[config.mk]
export PLATFORM = sky130hd
export DESIGN_NAME = idma_channel_arbiter
export DESIGN_NICKNAME = d
export VERILOG_FILES = /design/src/rtl/idma_channel_arbiter.sv
export SDC_FILE = /design/constraint.sdc
export NUM_CORES = 1
export LEC_CHECK = 0
export CAP_MARGIN = 20
export CELL_PAD_IN_SITES_DETAIL_PLACEMENT = 1
export CELL_PAD_IN_SITES_GLOBAL_PLACEMENT = 2
export CORE_MARGIN = 2
export CORE_UTILIZATION = 37
export CTS_CLUSTER_DIAMETER = 150
export DETAILED_ROUTE_END_ITERATION = 8
export PLACE_DENSITY = 0.86
export REMOVE_ABC_BUFFERS = 1
export SYNTH_ARGS = -nofsm -noshare
export SYNTH_HDL_FRONTEND = slang
export SYNTH_SLANG_ARGS = --single-unit
[constraint.sdc]
create_clock -name clk_i -period 3.76 [get_ports clk_i]
set_input_delay 0.564 -clock clk_i [delete_from_list [all_inputs] [get_ports clk_i]]
set_output_delay 0.564 -clock clk_i [all_outputs]
set_load 0.05 [all_outputs]
[src/rtl/idma_channel_arbiter.sv]
// Round-robin arbiter sharing one iDMA backend between several frontends.
// Tracks the issuing channel of each accepted transfer and routes completions back to it.
module idma_channel_arbiter #(
    parameter int unsigned NumChannels = 4,
    parameter int unsigned MaxInflight = 8,
    parameter type         burst_req_t = logic
) (
    input  logic                   clk_i,
    input  logic                   rst_i,
    input  burst_req_t             ch_req_i [NumChannels],
    input  logic [NumChannels-1:0] ch_valid_i,
    output logic [NumChannels-1:0] ch_ready_o,
    output logic [NumChannels-1:0] ch_done_o,
    output logic [NumChannels-1:0] ch_busy_o,
    output burst_req_t             burst_req_o,
    output logic                   valid_o,
    input  logic                   ready_i,
    input  logic                   trans_complete_i,
    output logic                   idle_o,
    output logic                   err_o
);

    localparam int unsigned IdxW = (NumChannels > 1) ? $clog2(NumChannels) : 1;
    localparam int unsigned PtrW = (MaxInflight > 1) ? $clog2(MaxInflight) : 1;
    localparam int unsigned CntW = $clog2(MaxInflight + 1);

    logic [IdxW-1:0]        rr_ptr;
    logic                   locked;
    logic [IdxW-1:0]        lock_idx;
    logic [IdxW-1:0]        fifo_mem [MaxInflight];
    logic [PtrW-1:0]        wr_ptr;
    logic [PtrW-1:0]        rd_ptr;
    logic [CntW-1:0]        fill_cnt;
    logic [CntW-1:0]        fill_nxt;
    logic [CntW-1:0]        inflight_cnt [NumChannels];
    logic [CntW-1:0]        cnt_nxt [NumChannels];
    logic [NumChannels-1:0] done_q;
    logic [NumChannels-1:0] done_d;
    logic                   err_q;

    logic [IdxW-1:0]        grant_rr;
    logic [IdxW-1:0]        grant;
    logic [IdxW-1:0]        rr_nxt;
    logic [IdxW-1:0]        head;
    logic                   fifo_full;
    logic                   fifo_empty;
    logic                   issue;
    logic                   pop;

    // Round-robin search: first valid channel at or after rr_ptr, wrapping.
    always_comb begin
        int unsigned idx;
        logic        found;
        grant_rr = rr_ptr;
        found    = 1'b0;
        idx      = 0;
        for (int unsigned k = 0; k < NumChannels; k++) begin
            idx = 32'(rr_ptr) + k;
            if (idx >= NumChannels) begin
                idx = idx - NumChannels;
            end
            if (!found && ch_valid_i[IdxW'(idx)]) begin
                found    = 1'b1;
                grant_rr = IdxW'(idx);
            end
        end
    end

    assign grant      = locked ? lock_idx : grant_rr;
    assign rr_nxt     = (grant == IdxW'(NumChannels - 1)) ? '0 : grant + IdxW'(1);
    assign fifo_full  = (fill_cnt == CntW'(MaxInflight));
    assign fifo_empty = (fill_cnt == '0);
    assign head       = fifo_mem[rd_ptr];

    // Full is judged on registered occupancy only, so a same-cycle pop cannot reach valid_o.
    assign valid_o = (|ch_valid_i) && !fifo_full && !rst_i;
    assign issue   = valid_o && ready_i;
    assign pop     = trans_complete_i && !fifo_empty;

    assign burst_req_o = valid_o ? ch_req_i[grant] : '0;
    assign idle_o      = fifo_empty && !valid_o;
    assign ch_done_o   = done_q;
    assign err_o       = err_q;

    always_comb begin
        ch_ready_o = '0;
        if (issue) begin
            ch_ready_o[grant] = 1'b1;
        end
    end

    always_comb begin
        done_d = '0;
        if (pop) begin
            done_d[head] = 1'b1;
        end
    end

    always_comb begin
        fill_nxt = fill_cnt;
        case ({issue, pop})
            2'b10:   fill_nxt = fill_cnt + CntW'(1);
            2'b01:   fill_nxt = fill_cnt - CntW'(1);
            default: fill_nxt = fill_cnt;
        endcase
    end

    // Per-channel in-flight counters; a push and pop on the same channel cancel.
    always_comb begin
        logic inc;
        logic dec;
        inc = 1'b0;
        dec = 1'b0;
        for (int unsigned i = 0; i < NumChannels; i++) begin
            inc          = issue && (grant == IdxW'(i));
            dec          = pop && (head == IdxW'(i));
            cnt_nxt[i]   = inflight_cnt[i];
            if (inc && !dec) begin
                cnt_nxt[i] = inflight_cnt[i] + CntW'(1);
            end else if (dec && !inc) begin
                cnt_nxt[i] = inflight_cnt[i] - CntW'(1);
            end
            ch_busy_o[i] = (inflight_cnt[i] != '0);
        end
    end

    always_ff @(posedge clk_i) begin
        if (rst_i) begin
            rr_ptr   <= '0;
            locked   <= 1'b0;
            lock_idx <= '0;
            wr_ptr   <= '0;
            rd_ptr   <= '0;
            fill_cnt <= '0;
            done_q   <= '0;
            err_q    <= 1'b0;
            for (int unsigned i = 0; i < NumChannels; i++) begin
                inflight_cnt[i] <= '0;
            end
        end else begin
            if (issue) begin
                rr_ptr <= rr_nxt;
                locked <= 1'b0;
            end else if (valid_o) begin
                locked   <= 1'b1;
                lock_idx <= grant;
            end
            if (issue) begin
                wr_ptr <= wr_ptr + PtrW'(1);
            end
            if (pop) begin
                rd_ptr <= rd_ptr + PtrW'(1);
            end
            fill_cnt <= fill_nxt;
            done_q   <= done_d;
            if (trans_complete_i && fifo_empty) begin
                err_q <= 1'b1;
            end
            for (int unsigned i = 0; i < NumChannels; i++) begin
                inflight_cnt[i] <= cnt_nxt[i];
            end
        end
    end

    // Tracking storage holds only channel indices; contents are don't-care when empty.
    always_ff @(posedge clk_i) begin
        if (issue) begin
            fifo_mem[wr_ptr] <= grant;
        end
    end

endmodule

Word level (Yosys, flattened, before mapping)
Memory sizes are Yosys's and may differ from the RTL's. A register that Yosys moved wholly into a read port is not among the register bits.
Cells that the tools add are included.
{"block": "classes", "n_div": 0, "eq_ne": 9, "order_cmp": 13, "mux": 50, "n_shift": 0, "multipliers": 0, "bitwise_logic": 7, "add_sub_neg": 20, "reduce_logical": 54}
{"op": "$mux W4", "count": 13}
{"op": "$logic_and A1 B1 Y1", "count": 27}
{"op": "$add A4 B1 Y4 const B", "count": 5}
{"op": "$mux W2", "count": 10}
{"op": "$sub A4 B1 Y4 const B", "count": 5}
{"op": "$lt A2 B3 Y1 const B", "count": 6}
{"op": "$mux W1", "count": 17}
{"op": "$reduce_bool A4 Y1", "count": 4}
{"op": "$logic_not A1 Y1", "count": 15}
{"op": "$ge A3 B3 Y1 const B", "count": 4}
{"op": "$bmux W1 S2", "count": 5}
{"op": "$eq A2 B2 Y1 const B", "count": 5}
{"op": "$pmux W4 S2", "count": 1}
{"op": "$sub A2 B1 Y2 const B", "count": 4}
{"op": "$add A2 B2 Y3 const B", "count": 2}
{"op": "$add A3 B1 Y3 const B", "count": 2}
{"op": "$eq A2 B1 Y1 const B", "count": 3}
{"op": "$mux W3", "count": 2}
{"op": "$demux W1 S2", "count": 2}
{"op": "$eq A4 B4 Y1 const B", "count": 1}
{"op": "$ge A2 B1 Y1 const B", "count": 2}
{"op": "$logic_not A2 Y1", "count": 2}
{"op": "$logic_not A4 Y1", "count": 1}
{"op": "$or A1 B1 Y1", "count": 4}
{"op": "9 further kinds", "count": 11}
{"block": "word_totals", "regBits": 20, "out_inout_bits": 16, "romBits": 0, "inputBits": 12, "mem_bits_rw": 32, "elab_cells": 163, "n_memories": 2, "latchBits": 0}
{"name": "fifo_mem", "depth": 8, "word_bits": 2, "read_ports": 1, "rd_ports_with_merged_regs": 1, "write_ports": 1, "line_no": "30", "rtl": "logic [IdxW-1:0] fifo_mem [MaxInflight];"}
{"name": "inflight_cnt", "depth": 4, "word_bits": 4, "read_ports": 4, "rd_ports_with_merged_regs": 0, "write_ports": 4, "line_no": "35", "rtl": "logic [CntW-1:0] inflight_cnt [NumChannels];"}

Logic depth before layout (Yosys ltp)
Gate-level depths: netlist of run 1.
{"block": "logic_depth", "depth_word": 22, "depth_mapped": 16, "ltp_nobuf": 15}

Worst setup path after synthesis of run 1
No wires, ideal clock.
{"block": "synth_path", "kind": "input -> register", "from": "in ch_valid_i[0]", "to": "mem inflight_cnt[1][3] (netlist bit)", "setup_slack_ps": 84, "required_ps": 3689, "path_buffers": 0, "arrival_ps": 3606, "setup_ps": 71, "stages": 15, "path_cell_list": "mux2_2 -> o22a_1 -> o221ai_1 -> o21ai_1 -> inv_1 -> ha_1 -> and3_1 -> ha_1 -> inv_1 -> ha_1 -> a21o_1 -> a21oi_1 -> xnor2_1 -> or3_1 -> a21oi_1"}
{"item": "from (decl)", "line_no": "11", "rtl": "input logic [NumChannels-1:0] ch_valid_i,"}
{"item": "to (decl)", "line_no": "35"}

==> metrics.txt, run 1 <==
sequential fraction of the synthesis area=0.444; core area=7330 sq um; worst skew pair latency=310 ps; Synth warnings=0; Yosys top cell by area=dfxtp_1; clk_skew=4.47 ps; top cell type's share of synthesized area=0.275; # port buffers=27; row count=31; Max Cap Viol=0; Slew HR=0.666; power density over cell area=621 nW/um^2; Nets=366; Antenna Nets Post-Route=0; # diodes=0; Highest Clock Rate=275 MHz; Leak=1.44 nW; synthesized cell area=2840 sq um; final cell count without fillers=428; DR vias=2174; fraction of layout cells with a size suffix above 1=0.155; area grow syn2layout=25.1%; Post-synth EDFFs=16; Sw Share=0.409; TritonCTS clock tree=done; Int Pwr=1.30 mW; gr ovfl total=0; Root Driver=clkbuf_8; Synth async-reset ratio=0; router iterations before antenna repair=3; DRC=0; Yosys cell types=39; clock share of power=0.151; Synth area leaders=dfxtp_1 28%, edfxtp_1 17%, ha_1 9.3%; Initial Utilization=0.387; wire length per cell=14.6 microns; drt initial violations=36; DP Worst Slack=-295 ps; CP max FO=4; Net Sw Power=0.902 mW; # IOs=28; clk slew on worst S/H paths=100 ps; Seq pwr share=0.361; startpoint type of the worst setup path=input pin; CTS buffer count=5; WP data required=4010 ps; worst hold slack=490 ps; Worst Hold Depth=2; min cycle time layout=3640 ps; Vias/cell=5.08; die height=91.6 microns; Synth Flop Type=dfxtp_1; post-synthesis instance total=274; die area=8390 sq um; crit share post-route=0.968; GRT Overall Usage=0.157; setup ws final=119 ps; Final Hold Viols=0; CTS HTree Levels=2; final setup fails=0; WL final=6260 microns; WS Path Type=in -> reg; Synth Register Bits=55; Max clock buf depth=2; first-pass GRT wire length=10600 microns; post-layout power=2.20 mW; Hold Buf Count CTS=0; Data arrival, critical path=3890 ps; largest net degree at the start of global routing=38; clk sinks=55; outcome=complete, no violations; initial antenna violation count=0; worst r2r path cells=15; die width=91.6 microns; Mean Syn Cell Area=10.4 sq um; Gate power share=0.488; HPWL after DPL=4770 microns; # fillers=812; count of final max-slew check failures=0; worst-margin pin slew=496 ps; HP Class=reg -> reg; cell total after placement=418; crit end category=flip-flop; vias in the first global route=2274; Worst VDD drop=0.216 mV; GPL Wtd Cong=0.772
## power groups by stage
stage	sequential [mW]	combinational, mW	clock, mW
2_1_floorplan	0.819	0.714	0
3_3_place_gp	0.807	1.03	0
3_5_place_dp	0.813	1.08	0
4_1_cts	0.799	1.08	0.346
5_1_grt	0.816	1.19	0.368
6_report	0.797	1.08	0.332
## state kept, by name, summed over array words and instances (netlist names), named ones only
| name | cells |
|---|---|
| lock_idx | 2 |
| err_o | 1 |
| fifo_mem | 16 |
| wr_ptr | 3 |
| fill_cnt | 4 |
| locked | 1 |
| rr_ptr | 2 |
| ch_done_o | 4 |
| rd_ptr | 3 |
| inflight_cnt | 16 |
## critical path, stage by stage
cell and delay (ps):
clkdlybuf4s50_1 500, mux2_2 340, o22a_1 200, o221ai_1 210, o21ai_2 140, buf_4 150
ha_1 160, and3_1 200, ha_1 220, inv_1 70, ha_1 230, a21o_1 180
a21oi_1 180, xnor2_1 100, or3_1 300, a21oi_1 140
## metrics by stage
step	area, sq um	util	TNS [ps]
2_1_floorplan	2810	-	0
3_3_place_gp	3440	0.469	-292
3_5_place_dp	3440	0.469	-1010
4_1_cts	3530	0.481	0
5_1_grt	3550	0.484	-12.4
6_report	3550	0.484	0
## logic make-up after synthesis
logic type,Yosys count,synth area share
mux,17,0.0869
simple gates,93,0.155
compound gates,45,0.101
xor+xnor,18,0.0556
flops,55,0.444
fa+ha+maj,26,0.128
buf+inv,20,0.0291
## cell usage in the layout (no fill, tap or decap), drive strengths merged, types with 2 or more instances in the layout
master,n
nand2,15
clkinv,2
nor2,44
mux4,4
a21o,5
ha,21
mux2i,10
clkbuf,5
o21ai,8
or4,4
xnor2,10
and3,4
or3,6
fa,5
mux2,3
clkdlybuf4s50,20
nand2b,6
nor3,4
buf,33
inv,14
a21oi,25
edfxtp,16
nor4,3
dfxtp,39
nand3,2
xor2,8
nor4bb,2
## synth_stat cells, drive strengths merged (5+ instances only)
| library cell | count |
|---|---|
| a21o | 5 |
| a21oi | 25 |
| dfxtp | 39 |
| edfxtp | 16 |
| fa | 5 |
| ha | 21 |
| inv | 14 |
| mux2i | 10 |
| nand2 | 15 |
| nand2b | 6 |
| nor2 | 44 |
| o21ai | 8 |
| or3 | 6 |
| xnor2 | 10 |
| xor2 | 8 |
## final cells by class
type / instances / area [sq um] / area share
multi-input cells: 199 / 1500 / 0.423
flip-flops and latches: 55 / 1260 / 0.355
repair buffers: 53 / 523 / 0.147
well taps: 99 / 124 / 0.0349
clock buffers: 5 / 68.8 / 0.0194
inverters: 14 / 52.6 / 0.0148
clock inverters: 3 / 20.0 / 0.00564
## path summary, 6_finish.rpt
check	from	to	slack [ps]
setup / recovery	ch_valid_i[0]	inflight_cnt[2][3]	120
hold / removal	inflight_cnt[1][3]	inflight_cnt[1][3]	490
setup reg to reg	rr_ptr[1]	inflight_cnt[2][3]	510
hold reg to reg	inflight_cnt[1][3]	inflight_cnt[1][3]	490
## metal layers
metal | global-route usage | up-vias | routed length (microns)
li1 | - | 1066 | -
met1 | 0.195 | 1073 | 2800
met2 | 0.273 | 28 | 3190
met3 | 0.0365 | 7 | 183
met4 | 0.0379 | 0 | 81
met5 | 0 | - | 0
## what timing repair did
action / 4_1_cts / 5_1_grt
gates resized for setup: 0 / 3
endpoints found under the setup margin: 0 / 4
buffers inserted: 0 / 2
endpoints found under the hold margin: 0 / 0
No activity file was read; power rests on OpenSTA's default activity.
==> run 2: changes to the inputs <==
--- a/config.mk
+++ b/config.mk
@@ -13,7 +13,6 @@
 export CTS_CLUSTER_DIAMETER = 150
 export DETAILED_ROUTE_END_ITERATION = 8
 export PLACE_DENSITY = 0.86
-export REMOVE_ABC_BUFFERS = 1
 export SYNTH_ARGS = -nofsm -noshare
 export SYNTH_HDL_FRONTEND = slang
 export SYNTH_SLANG_ARGS = --single-unit
==> metrics.txt, run 2 (synthesized netlist as in run 1, its figures left out) <==
outcome=complete, no violations (unchanged); HP Class=reg -> reg (unchanged); Slew HR=0.658 (was 0.666); Data arrival, critical path=3780 ps (was 3890 ps); startpoint type of the worst setup path=input pin (unchanged); end-of-flow core utilization=0.482 (was 0.484); DP Worst Slack=-179 ps (was -295 ps); clk sinks=55 (unchanged); WP data required=4000 ps (was 4010 ps); die height=91.6 microns (unchanged); fraction of layout cells with a size suffix above 1=0.151 (was 0.155); Nets=362 (was 366); HPWL after DPL=4530 microns (was 4770 microns); met3 wire len=185 microns (was 183 microns); CTS buffer count=5 (unchanged); wire length per cell=13.9 microns (was 14.6 microns); die width=91.6 microns (unchanged); largest net degree at the start of global routing=38 (unchanged); Max Cap Viol=0 (unchanged); Max clock buf depth=2 (unchanged); power density over cell area=617 nW/um^2 (was 621 nW/um^2); DR vias=2111 (was 2174); Root Driver=clkbuf_8 (unchanged); row count=31 (unchanged); area grow syn2layout=24.4% (was 25.1%); Leak=1.43 nW (was 1.44 nW); TNS Setup=0 ps (unchanged); final setup fails=0 (unchanged); setup ws final=218 ps (was 119 ps); router iterations before antenna repair=4 (was 3); DRC=0 (unchanged); GRT Overall Usage=0.150 (was 0.157); Antenna Nets Post-Route=0 (unchanged); vias in the first global route=2089 (was 2274); min cycle time layout=3540 ps (was 3640 ps); highest routed layer=met4 (unchanged); # port buffers=27 (unchanged); # diodes=0 (unchanged); gr ovfl total=0 (unchanged); WL final=5900 microns (was 6260 microns); crit end category=flip-flop (unchanged); die area=8390 sq um (unchanged); Final Hold Viols=0 (unchanged); Post-Syn Nets=312; TritonCTS clock tree=done (unchanged); clk_skew=5.36 ps (was 4.47 ps); Hold Buf Count CTS=0 (unchanged); Highest Clock Rate=282 MHz (was 275 MHz); highest-count cells in the layout ignoring fill and taps=44 x nor2_1, 39 x dfxtp_1, 24 x a21oi_1 (was 44 x nor2_1, 39 x dfxtp_1, 27 x buf_4); worst hold slack=478 ps (was 490 ps); GPL Wtd Cong=0.847 (was 0.772); DRT met1 WL=2750 microns (was 2800 microns); Worst VDD drop=0.202 mV (was 0.216 mV); Largest regs=fifo_mem (16), inflight_cnt (16) (unchanged); worst skew pair latency=310 ps (about the same); met2 routed WL=2920 microns (was 3190 microns); clk slew on worst S/H paths=100 ps (about the same); core area=7330 sq um (unchanged); Initial Utilization=0.387 (unchanged); CTS HTree Levels=2 (unchanged); crit share post-route=0.942 (was 0.968); worst-margin pin slew=499 ps (was 496 ps); postcts setup bufs=0 (unchanged); WS Path Type=in -> reg (unchanged); # IOs=28 (unchanged); leading cell type in the layout, fill and taps excluded=nor2_1 (unchanged); Vias/cell=4.98 (was 5.08); post-layout power=2.18 mW (was 2.20 mW); first-pass GRT wire length=10000 microns (was 10600 microns); CP max FO=4 (unchanged); count of final max-slew check failures=0 (unchanged); cts repair resizes=0 (unchanged); drt initial violations=60 (was 36); initial antenna violation count=0 (unchanged)
==> run 2: critical path, stage by stage <==
cell             delay (ps)
clkdlybuf4s50_1         510
mux2_2                  340
o22a_1                  210
o221ai_2                210
o21ai_2                 110
inv_1                    90
ha_1                    140
and3_4                  190
ha_1                    170
inv_1                    60
ha_1                    270
a21o_1                  180
a21oi_1                 170
xnor2_1                  90
or3_1                   320
a21oi_1                 160
==> run 2: area by class of cell <==
type                    instances  area (sq um)
repair buffers                 49           493
well taps                      99           124
fillers                       800          3800
inverters                      14          52.6
flip-flops and latches         55          1260
multi-input cells             199          1510
clock inverters                 3          22.5
clock buffers                   5          68.8
==> run 2: power breakdown <==
| group | switching [mW] | internal (mW) |
|---|---|---|
| Clock | 0.199 | 0.134 |
| Sequential | 0.0885 | 0.707 |
| Combinational | 0.599 | 0.452 |
| Total | 0.887 | 1.29 |
==> run 2: worst paths after layout <==
kind            startpoint                 end  slack [ps]  cells past startpoint
max          ch_valid_i[0]  inflight_cnt[0][3]         220                     16
min                  err_o               err_o         480                      2
max reg2reg      flip-flop  inflight_cnt[3][3]         530                     12
min reg2reg          err_o               err_o         480                      2
==> run 2: per-layer routing <==
metal | vias up | track usage
li1 | 1056 | -
met1 | 1019 | 0.189
met2 | 32 | 0.257
met3 | 4 | 0.0340
met4 | 0 | 0.0417
met5 | - | 0
==> run 2: per-stage QoR <==
| step | std cells | instance area [sq um] |
|---|---|---|
| after global routing | 424 | 3530 |
| after floorplan | 274 | 2840 |
| after detailed placement | 416 | 3420 |
| final | 424 | 3530 |
| after global placement | 416 | 3420 |
| after CTS | 424 | 3520 |
